File: config.mk
export PLATFORM = sky130hd
export DESIGN_NAME = ps2_kbd_rx_flat
export DESIGN_NICKNAME = d
export VERILOG_FILES = /design/src/rtl/ps2_kbd_rx_if.sv /design/src/rtl/ps2_kbd_rx.sv /design/src/flat_wrapper.sv
export SDC_FILE = /design/constraint.sdc
export NUM_CORES = 1
export LEC_CHECK = 0
export BUFFER_PORTS_ARGS = -buffer_cell sky130_fd_sc_hd__buf_2
export CAP_MARGIN = 20
export CORE_UTILIZATION = 55
export CTS_BUF_LIST = sky130_fd_sc_hd__clkbuf_8
export DETAILED_ROUTE_END_ITERATION = 7
export PLACE_DENSITY = 0.83
export SLEW_MARGIN = 20
export SYNTH_ARGS = -nofsm -noshare
export SYNTH_HDL_FRONTEND = slang
export SYNTH_SLANG_ARGS = --single-unit
File: constraint.sdc
create_clock -name clk25 -period 2.3 [get_ports clk25]
set_input_delay 0.23 -clock clk25 [delete_from_list [all_inputs] [get_ports clk25]]
set_output_delay 0.23 -clock clk25 [all_outputs]
set_load 0.1 [all_outputs]
File: src/rtl/ps2_kbd_rx_if.sv
// ps2_kbd_rx_if: CPU-side PIA keyboard register bus.
//   enable    bus clock-enable strobe (CPU -> keyboard)
//   r_en      read strobe (CPU -> keyboard)
//   address   0 = KBD data, 1 = KBDCR status (CPU -> keyboard)
//   dout      read data, combinational on address (keyboard -> CPU)
//   key_ready at least one character buffered (keyboard -> CPU)
interface ps2_kbd_rx_if;
   logic       enable;
   logic       r_en;
   logic       address;
   logic [7:0] dout;
   logic       key_ready;
   modport master (output enable, r_en, address, input dout, key_ready);
   modport slave (input enable, r_en, address, output dout, key_ready);
endinterface

File: src/rtl/ps2_kbd_rx.sv
// ps2_kbd_rx: PS/2 set-2 keyboard receiver translating keystrokes to Apple-1 ASCII for PIA reads.
//   clk25   25 MHz system clock
//   rst_n   synchronous active-low reset
//   ps2_clk raw asynchronous PS/2 clock
//   ps2_din raw asynchronous PS/2 data
//   bus     ps2_kbd_rx_if.slave: enable, r_en, address in; dout, key_ready out
// Build option: KBD_FIFO_EN selects a 4-entry FIFO instead of a single overwriting holding register.
module ps2_kbd_rx #(
   parameter int TIMEOUT_CYCLES = 50000,
   parameter int FILTER_LEN     = 8
) (
   input logic          clk25,
   input logic          rst_n,
   input logic          ps2_clk,
   input logic          ps2_din,
   ps2_kbd_rx_if.slave  bus
);
   localparam int TW = $clog2(TIMEOUT_CYCLES + 1);
   localparam int FW = $clog2(FILTER_LEN + 1);
   typedef enum logic [1:0] {IDLE, DATA, PARITY, STOP} state_t;
   logic [1:0]    clk_s, din_s;
   logic          flt, flt_d, sample;
   logic [FW-1:0] flt_cnt;
   state_t        state, state_n;
   logic [2:0]    bcnt;
   logic [7:0]    sh, byte_q, idx, head;
   logic          par, timeout, frame_ok, byte_vld;
   logic [TW-1:0] to_cnt;
   logic          shift, brk, ext, is_shift, idx_vld;
   logic [6:0]    chr;
   logic          push, pop, rd_seen, key_ready;

   function automatic logic [6:0] xlat(input logic [7:0] i);
      logic s;
      s = i[7];
      case (i[6:0])
         7'h1C: xlat = 7'h41;  7'h32: xlat = 7'h42;  7'h21: xlat = 7'h43;  7'h23: xlat = 7'h44;
         7'h24: xlat = 7'h45;  7'h2B: xlat = 7'h46;  7'h34: xlat = 7'h47;  7'h33: xlat = 7'h48;
         7'h43: xlat = 7'h49;  7'h3B: xlat = 7'h4A;  7'h42: xlat = 7'h4B;  7'h4B: xlat = 7'h4C;
         7'h3A: xlat = 7'h4D;  7'h31: xlat = 7'h4E;  7'h44: xlat = 7'h4F;  7'h4D: xlat = 7'h50;
         7'h15: xlat = 7'h51;  7'h2D: xlat = 7'h52;  7'h1B: xlat = 7'h53;  7'h2C: xlat = 7'h54;
         7'h3C: xlat = 7'h55;  7'h2A: xlat = 7'h56;  7'h1D: xlat = 7'h57;  7'h22: xlat = 7'h58;
         7'h35: xlat = 7'h59;  7'h1A: xlat = 7'h5A;
         7'h16: xlat = s ? 7'h21 : 7'h31;
         7'h1E: xlat = s ? 7'h40 : 7'h32;
         7'h26: xlat = s ? 7'h23 : 7'h33;
         7'h25: xlat = s ? 7'h24 : 7'h34;
         7'h2E: xlat = s ? 7'h25 : 7'h35;
         7'h36: xlat = s ? 7'h5E : 7'h36;
         7'h3D: xlat = s ? 7'h26 : 7'h37;
         7'h3E: xlat = s ? 7'h2A : 7'h38;
         7'h46: xlat = s ? 7'h28 : 7'h39;
         7'h45: xlat = s ? 7'h29 : 7'h30;
         7'h0E: xlat = s ? 7'h7E : 7'h60;
         7'h4E: xlat = s ? 7'h5F : 7'h2D;
         7'h55: xlat = s ? 7'h2B : 7'h3D;
         7'h54: xlat = s ? 7'h7B : 7'h5B;
         7'h5B: xlat = s ? 7'h7D : 7'h5D;
         7'h5D: xlat = s ? 7'h7C : 7'h5C;
         7'h4C: xlat = s ? 7'h3A : 7'h3B;
         7'h52: xlat = s ? 7'h22 : 7'h27;
         7'h41: xlat = s ? 7'h3C : 7'h2C;
         7'h49: xlat = s ? 7'h3E : 7'h2E;
         7'h4A: xlat = s ? 7'h3F : 7'h2F;
         7'h29: xlat = 7'h20;
         7'h5A: xlat = 7'h0D;
         7'h66: xlat = 7'h5F;
         7'h76: xlat = 7'h1B;
         default: xlat = 7'h00;
      endcase
   endfunction

   // Filtered clock flips only after FILTER_LEN consecutive samples disagree with it.
   always_ff @(posedge clk25) begin
      if (!rst_n) begin
         clk_s   <= 2'b11;
         din_s   <= 2'b11;
         flt     <= 1'b1;
         flt_d   <= 1'b1;
         flt_cnt <= '0;
      end else begin
         clk_s <= {clk_s[0], ps2_clk};
         din_s <= {din_s[0], ps2_din};
         flt_d <= flt;
         if (clk_s[1] == flt) flt_cnt <= '0;
         else if (flt_cnt == FW'(FILTER_LEN - 1)) begin
            flt     <= clk_s[1];
            flt_cnt <= '0;
         end else flt_cnt <= flt_cnt + 1'b1;
      end
   end

   assign sample  = flt_d & ~flt;
   assign timeout = (state != IDLE) && (to_cnt == TW'(TIMEOUT_CYCLES));

   always_comb begin
      state_n  = timeout ? IDLE :
                 !sample ? state :
                 state == IDLE ? (din_s[1] ? IDLE : DATA) :
                 state == DATA ? (bcnt == 3'd7 ? PARITY : DATA) :
                 state == PARITY ? STOP : IDLE;
      // odd parity over data plus parity bit, stop bit must be 1
      frame_ok = !timeout && sample && state == STOP && din_s[1] && ^{par, sh};
   end

   always_ff @(posedge clk25) begin
      if (!rst_n) begin
         state    <= IDLE;
         bcnt     <= '0;
         sh       <= '0;
         par      <= 1'b0;
         to_cnt   <= '0;
         byte_vld <= 1'b0;
         byte_q   <= '0;
      end else begin
         state    <= state_n;
         to_cnt   <= sample ? '0 : (to_cnt == TW'(TIMEOUT_CYCLES)) ? to_cnt : to_cnt + 1'b1;
         byte_vld <= frame_ok;
         if (frame_ok) byte_q <= sh;
         if (sample && state == IDLE) bcnt <= '0;
         if (sample && state == DATA) begin
            sh   <= {din_s[1], sh[7:1]};
            bcnt <= bcnt + 1'b1;
         end
         if (sample && state == PARITY) par <= din_s[1];
      end
   end

   assign is_shift = (byte_q == 8'h12) || (byte_q == 8'h59);

   always_ff @(posedge clk25) begin
      if (!rst_n) begin
         shift   <= 1'b0;
         brk     <= 1'b0;
         ext     <= 1'b0;
         idx_vld <= 1'b0;
         idx     <= '0;
      end else begin
         idx_vld <= 1'b0;
         if (byte_vld) begin
            if (byte_q == 8'hF0) brk <= 1'b1;
            else if (byte_q == 8'hE0) ext <= 1'b1;
            else if (brk) begin
               if (is_shift) shift <= 1'b0;
               brk <= 1'b0;
               ext <= 1'b0;
            end else if (ext) ext <= 1'b0;
            else if (is_shift) shift <= 1'b1;
            else if (!byte_q[7]) begin
               idx_vld <= 1'b1;
               idx     <= {shift, byte_q[6:0]};
            end
         end
      end
   end

   assign chr  = xlat(idx);
   assign push = idx_vld && (chr != 7'h00);
   assign pop  = bus.enable & bus.r_en & ~bus.address & ~rd_seen & key_ready;

`ifdef KBD_FIFO_EN
   logic [7:0] mem [4];
   logic [7:0] last;
   logic [1:0] wp, rp;
   logic [2:0] cnt;
   logic       wr;
   assign wr        = push && (cnt != 3'd4);
   assign key_ready = cnt != 3'd0;
   assign head      = key_ready ? mem[rp] : last;
   always_ff @(posedge clk25) if (wr) mem[wp] <= {1'b1, chr};
   always_ff @(posedge clk25) begin
      if (!rst_n) begin
         wp   <= '0;
         rp   <= '0;
         cnt  <= '0;
         last <= '0;
      end else begin
         if (wr) wp <= wp + 1'b1;
         if (pop) begin
            rp   <= rp + 1'b1;
            last <= mem[rp];
         end
         cnt <= cnt + 3'(wr) - 3'(pop);
      end
   end
`else
   logic [7:0] hold;
   logic       valid;
   assign key_ready = valid;
   assign head      = hold;
   always_ff @(posedge clk25) begin
      if (!rst_n) begin
         hold  <= '0;
         valid <= 1'b0;
      end else begin
         if (push) hold <= {1'b1, chr};
         valid <= push | (valid & ~pop);
      end
   end
`endif

   // a held strobe pops once; rearm only after both strobes drop
   always_ff @(posedge clk25) begin
      if (!rst_n) rd_seen <= 1'b0;
      else rd_seen <= pop ? 1'b1 : (~bus.enable & ~bus.r_en) ? 1'b0 : rd_seen;
   end

   assign bus.key_ready = key_ready;
   assign bus.dout      = bus.address ? {key_ready, 7'b0} : head;
endmodule

File: src/flat_wrapper.sv
// flat-port wrapper written by rule: the top's interface ports become plain ports
module ps2_kbd_rx_flat 
#(
   parameter int TIMEOUT_CYCLES = 50000,
   parameter int FILTER_LEN     = 8
)
  (clk25, rst_n, ps2_clk, ps2_din, bus_enable, bus_r_en, bus_address, bus_dout, bus_key_ready);
  ps2_kbd_rx_if bus_i ();
  input logic clk25;
  input logic rst_n;
  input logic ps2_clk;
  input logic ps2_din;
  input wire logic [$bits(bus_i.enable)-1:0] bus_enable;
  input wire logic [$bits(bus_i.r_en)-1:0] bus_r_en;
  input wire logic [$bits(bus_i.address)-1:0] bus_address;
  output wire logic [$bits(bus_i.dout)-1:0] bus_dout;
  output wire logic [$bits(bus_i.key_ready)-1:0] bus_key_ready;
  assign bus_i.enable = bus_enable;
  assign bus_i.r_en = bus_r_en;
  assign bus_i.address = bus_address;
  assign bus_dout = bus_i.dout;
  assign bus_key_ready = bus_i.key_ready;
  ps2_kbd_rx #(.TIMEOUT_CYCLES(TIMEOUT_CYCLES), .FILTER_LEN(FILTER_LEN)) u_core (.clk25(clk25), .rst_n(rst_n), .ps2_clk(ps2_clk), .ps2_din(ps2_din), .bus(bus_i));
endmodule
## After elaboration in Yosys (flattened, before gate mapping)

Cells that the tools add are included.

- Register bits: 71
- Input bits: 7
- Output and inout port bits: 9

- $add $sub $neg: 3
- Eq/ne operators: 65
- Mux-type cells: 40
- Bitwise operators: 23
- Reduce and logical (&&, ||, !) cells: 27

Operators with widths:

| cell | count |
|---|---|
| $pmux 7 s51 | 1 |
| $eq 7x6->1 const B | 23 |
| $eq 7x7->1 const B | 20 |
| $mux 5 | 13 |
| $eq 7x5->1 const B | 7 |
| $mux 7 | 3 |
| $mux 6 | 3 |
| $add 16x1->16 const B | 1 |
| $eq 16x16->1 const B | 1 |
| $eq 8x8->1 const B | 2 |
| $not 1->1 | 15 |
| $mux 1 | 12 |
| $logic_and 1x1->1 | 9 |
| $mux 3 | 3 |
| $reduce_xor 9->1 | 1 |
| $eq 8x5->1 const B | 1 |
| $eq 8x7->1 const B | 1 |
| $mux 2 | 4 |
| $mux 8 | 1 |
| $reduce_bool 2->1 | 4 |
| $and 1x1->1 | 7 |
| $eq 7x4->1 const B | 1 |
| $reduce_and 7->1 | 1 |
| $reduce_bool 7->1 | 1 |
| other kinds (18) | 23 |

## Logic depth before layout (Yosys ltp)

Gate-level depths: netlist of run 1.

- Depth after elaboration: 7
- Mapped depth: 9
- Mapped depth without buffers: 8

## Worst setup path before layout of run 1

No wires, ideal clock.

- Kind: input to output
- From: in bus_address
- To: out bus_dout[7]
- Data arrival time: 2.538 ns
- Data required time: 2.070 ns
- Slack: -0.468 ns
- Stages on the path: 2
- Cell sequence: clkbuf_1 -> o21ai_0

- Longest elaborated chain between the ends: 1

Ends and longest elaborated chain:

| what | line | source |
|---|---|---|
| from (decl) | flat_wrapper.sv:15 | `input wire logic [$bits(bus_i.address)-1:0] bus_address;` |
| $mux 8 | ps2_kbd_rx.sv:209 | `assign bus.dout = bus.address ? {key_ready, 7'b0} : head;` |
| to (decl) | flat_wrapper.sv:16 | `output wire logic [$bits(bus_i.dout)-1:0] bus_dout;` |

No other way between the ends.

## Worst setup path after layout of run 1

- From: reg u_core.idx[2]
- To: reg u_core.hold[6], in the netlist u_core.head[6]

- Longest elaborated chain between the ends: 4
- Elaborated cells on any way between the ends: 54
- Those cells by class: eq/ne (51); mux (1); reduce/logical (2)

Ends and longest elaborated chain:

| what | line | source |
|---|---|---|
| from (decl) | ps2_kbd_rx.sv:26 | `logic [7:0] sh, byte_q, idx, head;` |
| from (signal assigned) | ps2_kbd_rx.sv:151 | `idx <= {shift, byte_q[6:0]};` |
| $eq 7x7->1, or another cell as far along | ps2_kbd_rx.sv:36 | `case (i[6:0])` |
| $pmux 7 s51 (*) | ps2_kbd_rx.sv:36 |  |
| $reduce_bool 7->1 | ps2_kbd_rx.sv:158 | `assign push = idx_vld && (chr != 7'h00);` |
| $logic_and 1x1->1 | ps2_kbd_rx.sv:158 |  |
| to (signal assigned) | ps2_kbd_rx.sv:196 | `if (push) hold <= {1'b1, chr};` |
| to (decl) | ps2_kbd_rx.sv:187 | `logic [7:0] hold;` |

Mark *: on every way between the ends. The rest lies on a longest branch, timed or not.
A chain may end at the register's enable or synchronous reset.

==> results of run 1 <==
[layer usage]
| metal | wire length, um | vias to the layer above |
|---|---|---|
| met5 | 0 | - |
| met4 | 704 | 0 |
| met3 | 746 | 52 |
| met2 | 5690 | 193 |
| met1 | 5050 | 1972 |
| li1 | - | 2069 |
[timing repair]
| item | CTS | global route |
|---|---|---|
| endpoints found under the setup margin | 8 | 8 |
| pin swaps | 2 | 5 |
| buffers inserted | 1 | 2 |
| resized for setup | 10 | 14 |
[per-stage QoR]
stage | std cells | setup slack, ns
finish | 708 | 0.0192
detailed placement | 689 | -0.0935
global route | 708 | -0.00842
floorplan | 531 | 0.0429
global placement | 689 | -0.110
CTS | 706 | 0.0349
[registers in the layout, summed over array words and instances (netlist names), 2 cells and up]
name	flops
u_core.bcnt	3
u_core.byte_q	8
u_core.clk_s	2
u_core.din_s	2
u_core.flt_cnt	4
u_core.head	8
u_core.idx	8
u_core.sh	8
u_core.state	2
u_core.to_cnt	16
[report_power, final]
part,internal (W),total (W),switching [W]
clock,0.000415,0.000959,0.000544
combinational,0.0000163,0.0000503,0.0000340
sequential,0.00123,0.00124,0.00000769
[kinds of logic after synthesis]
logic type      after synthesis  share of synthesized area
mux                          21                     0.0492
flops                        71                      0.332
fa+ha+maj                     5                     0.0146
simple gates                229                      0.285
xor+xnor                     28                     0.0606
buf+inv                      53                     0.0614
compound gates              124                      0.197
[cells in the mapped netlist (3+ instances only)]
cell      count  area share
buf_6         3      0.0079
nand4_1       5      0.0073
buf_4         7       0.012
nor2_1       59       0.052
xor2_1       17       0.035
nor2b_1      13       0.019
clkbuf_1     16       0.014
nor4bb_1      4      0.0094
nand3b_1      9       0.016
or4_1         3      0.0053
o21ai_0      32       0.037
nor4_1        6      0.0088
or3_1         3      0.0044
nand2b_1     18       0.026
o22ai_1       6      0.0088
a31oi_1       3      0.0044
buf_2         9       0.011
o31ai_1       3      0.0053
a21oi_1      30       0.035
xnor2_1      10       0.020
nand3_1      20       0.023
nor3b_1       3      0.0053
o211ai_1      4      0.0070
nand2_1      47       0.041
dfxtp_1      71        0.33
nor3_1        8      0.0094
nor4b_1       7       0.014
ha_1          5       0.015
and3_1       12       0.018
o21bai_1      4      0.0070
inv_1        14       0.012
mux2i_1      21       0.049
a22oi_1       3      0.0053
a211oi_1      7       0.012
[worst min-delay path by stage]
stage | slack [ns] | cells after the start | end
after floorplan | 0.30 | 1 | u_core.clk_s[1]$_SDFF_PN1_
after global placement | 0.39 | 1 | u_core.clk_s[1]$_SDFF_PN1_
after detailed placement | 0.41 | 1 | u_core.clk_s[1]$_SDFF_PN1_
after CTS | 0.05 | 2 | u_core.clk_s[0]$_SDFF_PN1_
after global routing | 0.06 | 2 | u_core.clk_s[0]$_SDFF_PN1_
final | 0.05 | 2 | u_core.clk_s[0]$_SDFF_PN1_
[area by class of cell]
| type | instances | area, um^2 | share of cell area |
|---|---|---|---|
| multi-input cells | 407 | 2650 | 0.510 |
| flip-flops and latches | 71 | 1440 | 0.277 |
| repair buffers | 100 | 737 | 0.142 |
| clock buffers | 9 | 124 | 0.0239 |
| well taps | 99 | 124 | 0.0239 |
| clock inverters | 7 | 63.8 | 0.0123 |
| inverters | 15 | 56.3 | 0.0109 |
[worst max-delay path: stages (launching register included)]
cell and delay [ns]:
dfxtp_2 0.49, nor2b_1 0.47, nand3_1 0.19, o21bai_1 0.19, a222oi_1 0.49, nor4b_1 0.13
a221oi_2 0.22
==> flow_metrics.env, run 1 <==
export IMPL_syn_to_final_growth_pct=21.3
export IMPL_clock_latency_ns=0.36
export IMPL_finalMaxSlewViolations=0
export IMPL_routed_via_density=6.05
export IMPL_end_kind="flip-flop"
export IMPL_hpwl_mm=8.89
export IMPL_drt_iter0_drc=433
export IMPL_r2r_cells=6
export IMPL_place_area_mm2=0.00490
export IMPL_clockBufferDepth=2
export IMPL_wl_per_cell_um=17.2
export IMPL_async_reset_ff_frac=0
export IMPL_synth_flop_cell="dfxtp_1"
export IMPL_rows=31
export IMPL_cp_arrival_ns=2.54
export IMPL_design_area_mm2=0.00519
export IMPL_crit_fanout=13
export IMPL_required_ns=2.56
export IMPL_via_count=4286
export IMPL_timing_fmax_ghz=0.438
export IMPL_synth_seq_cells=71
export IMPL_synth_seq_area_share=0.332
export IMPL_track_usage=0.308
export IMPL_initial_core_util=0.580
export IMPL_cts_root_buffer="clkbuf_8"
export IMPL_antenna_found_initial=0
export IMPL_max_cap_viol_count=0
export IMPL_syn_area_mm2=0.00428
export IMPL_ys_warn_count=0
export IMPL_first_global_vias=4195
export IMPL_r2r_end="u_core.head[6]$_SDFFE_PN0P_"
export IMPL_slew_headroom=0.528
export IMPL_grt_pass1_wl_mm=20.2
export IMPL_cts_tree="done"
export IMPL_nets=616
export IMPL_finalCritPeriodShare=0.992
export IMPL_die_x_um=90.2
export IMPL_grt_use_met3=0.0482
export IMPL_synth_avg_cell_area_um2=8.05
export IMPL_io_buffers=15
export IMPL_drc=0
export IMPL_tightest_slew_ns=0.697
export IMPL_syn_nets=543
export IMPL_startpoint="u_core.idx[2]$_SDFFE_PN0P_"
export IMPL_cts_buffers=9
export IMPL_cellLeakagePower_nw=2.06
export IMPL_hold_viol=0
export IMPL_clk_pin_slew_worst_paths_ns=0.10
export IMPL_worstSetupStartpointType="flip-flop"
export IMPL_final_common_cell="buf_4"
export IMPL_p_per_area_mw_per_mm2=434
export IMPL_die_h_um=90.2
export IMPL_antenna_cells=0
export IMPL_fin_total_pwr_w=0.00225
export IMPL_place_congestion=0.959
export IMPL_synthDistinctLibCells=74
export IMPL_cts_hold_buf=0
export IMPL_fillCellCount=553
export IMPL_dr_pass1_iters=5
export IMPL_grt_max_degree=23
export IMPL_core_mm2=0.00737
export IMPL_final_cell_mix="buf_4, dfxtp_1, nor2_1, nand2_1"
export IMPL_final_util=0.704
export IMPL_pin_count=16
export IMPL_period_minus_slack_ns=2.28
export IMPL_skew_ns=0.0187
export IMPL_status="finished, final reports clean"
export IMPL_grt_busiest_layer="met2"
export IMPL_worstSetupPathType="flip-flop to flip-flop"
export IMPL_hold_start="ps2_clk"
export IMPL_overflow=0
export IMPL_wirelength_mm=12.2
export IMPL_ant_nets=0
export IMPL_setup_violations=0
export IMPL_hold_path_class="input pin to flip-flop"
export IMPL_dieArea_mm2=0.00813
export IMPL_grt_use_met1=0.372
export IMPL_fin_setup_tns_ns=0
export IMPL_htree_levels=3
export IMPL_netlist_instances=531
export IMPL_crit_reg2reg_launch="u_core.idx[2]$_SDFFE_PN0P_"
export IMPL_ir_worst_vdd_v=0.000693
export IMPL_cts_num_sinks=71
export IMPL_rsz0062_at_grt="true"
export IMPL_drive_gt1_frac=0.235
export IMPL_synth_edf_count=0
export IMPL_grtUsageMet2=0.510
export IMPL_timing_hold_ws_ns=0.0479
export IMPL_rrSetupSlack_ns=0.02
export IMPL_cp_endpoint="u_core.head[6]$_SDFFE_PN0P_"
No activity file was read; power rests on OpenSTA's default activity.
==> inputs of run 2 (changes only) <==
CORE_MARGIN = 2   (was not set)
==> flow_metrics.env, run 2 (synthesized netlist as in run 1, its figures left out) <==
export IMPL_cts_root_buffer="clkbuf_8"
export IMPL_htree_levels=3
export IMPL_final_common_cell="buf_4"
export IMPL_rows=32
export IMPL_status="finished, final reports clean"
export IMPL_initial_core_util=0.559
export IMPL_ant_nets=0
export IMPL_required_ns=2.56
export IMPL_timing_fmax_ghz=0.441
export IMPL_track_usage=0.295
export IMPL_clockBufferDepth=2
export IMPL_place_inst=695
export IMPL_cts_buffers=9
export IMPL_rsz0062_at_grt="true"
export IMPL_fin_total_pwr_w=0.00231
export IMPL_crit_slowest_cell="a222oi_1"
export IMPL_wl_per_cell_um=17.1
export IMPL_drive_gt1_frac=0.250
export IMPL_crit_fanout=12
export IMPL_clock_latency_ns=0.36
export IMPL_regMostFlops="u_core.to_cnt"
export IMPL_via_count=4328
export IMPL_antenna_found_initial=0
export IMPL_r2r_end="u_core.head[6]$_SDFFE_PN0P_"
export IMPL_grt_max_degree=23
export IMPL_cp_arrival_ns=2.53
export IMPL_nets=620
export IMPL_cts_hold_buf=0
export IMPL_fillCellCount=615
export IMPL_largest_reg_flops=16
export IMPL_dr_pass1_iters=5
export IMPL_dieArea_mm2=0.00850
export IMPL_cellLeakagePower_nw=2.10
export IMPL_hpwl_mm=9.08
export IMPL_antenna_cells=0
export IMPL_pin_count=16
export IMPL_wirelength_mm=12.3
export IMPL_tightest_slew_ns=0.608
export IMPL_cts_num_sinks=71
export IMPL_cp_endpoint="u_core.head[6]$_SDFFE_PN0P_"
export IMPL_startpoint="u_core.idx[2]$_SDFFE_PN0P_"
export IMPL_finalCritPeriodShare=0.986
export IMPL_max_cap_viol_count=0
export IMPL_ir_worst_vdd_v=0.000515
export IMPL_die_x_um=92.2
export IMPL_hold_start="ps2_din"
export IMPL_fin_setup_tns_ns=0
export IMPL_setup_violations=0
export IMPL_slew_headroom=0.589
export IMPL_p_per_area_mw_per_mm2=437
export IMPL_hold_path_class="input pin to flip-flop"
export IMPL_cts_tree="done"
export IMPL_end_kind="flip-flop"
export IMPL_hold_viol=0
export IMPL_slowest_delay_ns=0.47
export IMPL_worstSetupStartpointType="flip-flop"
export IMPL_finalMaxSlewViolations=0
export IMPL_drt_iter0_drc=335
export IMPL_syn_to_final_growth_pct=23.9
export IMPL_rrSetupSlack_ns=0.03
export IMPL_drc=0
export IMPL_fin_cells=715
export IMPL_period_minus_slack_ns=2.27
export IMPL_grt_pass1_wl_mm=20.0
export IMPL_clk_pin_slew_worst_paths_ns=0.09
export IMPL_core_mm2=0.00765
export IMPL_place_congestion=0.968
export IMPL_final_cell_mix="buf_4, dfxtp_1, nor2_1, nand2_1"
export IMPL_worstSetupPathType="flip-flop to flip-flop"
export IMPL_r2r_cells=7
export IMPL_routed_via_density=6.05
export IMPL_skew_ns=0.0116
export IMPL_final_util=0.693
export IMPL_overflow=0
export IMPL_path_cells="buf_6 > nor2b_1 > nand3_1 > o21bai_1 > a222oi_1 > nor4b_1 > a221oi_2"
export IMPL_die_h_um=92.2
export IMPL_io_buffers=15
export IMPL_crit_reg2reg_launch="u_core.idx[2]$_SDFFE_PN0P_"
export IMPL_first_global_vias=4133
run 2: changes by cell type in the layout (fill, tap and decap cells not counted), sizes merged:
cell / previous run / this run
buf: 100 / 104
bufinv: 0 / 1
clkinv: 2 / 3
clkinvlp: 2 / 1
inv: 18 / 17
run 2: worst max-delay path: cells and delay by family, from the launching register on:
family                 cells  cell delay (ns)
and+or+nand+nor            3             0.73
buffers and inverters      1             0.16
AOI/OAI and AO/OA          3             0.88
DFF                        1             0.41
run 2: routing by layer:
metal	GRT usage	wire length, um
met2	0.513	6130
met5	0	0
met1	0.343	4910
met3	0.0551	688
met4	0.153	528
run 2: what timing repair did:
action,CTS,global route
endpoints found under the setup margin,8,8
pin swaps,4,11
resized for setup,11,21
cloned,0,0
setup buffers,2,2
run 2: layout make-up:
| type | instances | area (um^2) | area share |
|---|---|---|---|
| inverters | 15 | 56.3 | 0.0106 |
| multi-input cells | 407 | 2690 | 0.508 |
| repair buffers | 104 | 779 | 0.147 |
| clock buffers | 9 | 124 | 0.0234 |
| flip-flops and latches | 71 | 1440 | 0.272 |
| clock inverters | 7 | 77.6 | 0.0146 |
| well taps | 102 | 128 | 0.0241 |
run 2: metrics by stage:
stage          instance area, um^2  hold slack [ns]  setup slack [ns]
2_1_floorplan                 4280            0.303            0.0429
3_3_place_gp                  4940            0.391           -0.0491
3_5_place_dp                  4940            0.405            -0.166
4_1_cts                       5190           0.0365           0.00851
5_1_grt                       5300           0.0507          -0.00835
6_report                      5300           0.0447            0.0328
run 2: worst min-delay path by stage:
stage / to / slack, ns / cells past startpoint
after global placement: u_core.clk_s[1]$_SDFF_PN1_ / 0.39 / 1
after global routing: u_core.din_s[0]$_SDFF_PN1_ / 0.05 / 2
final: u_core.din_s[0]$_SDFF_PN1_ / 0.04 / 2
after floorplan: u_core.clk_s[1]$_SDFF_PN1_ / 0.30 / 1
after detailed placement: u_core.clk_s[1]$_SDFF_PN1_ / 0.41 / 1
after CTS: u_core.din_s[0]$_SDFF_PN1_ / 0.04 / 2
run 2: power breakdown:
| group | total (W) | switching [W] | leakage (nW) | internal, W |
|---|---|---|---|---|
| logic | 0.0000519 | 0.0000354 | 1.42 | 0.0000165 |
| registers | 0.00124 | 0.00000812 | 0.578 | 0.00123 |
| clock network | 0.00102 | 0.000510 | 0.101 | 0.000512 |
| total | 0.00231 | 0.000553 | 2.10 | 0.00176 |
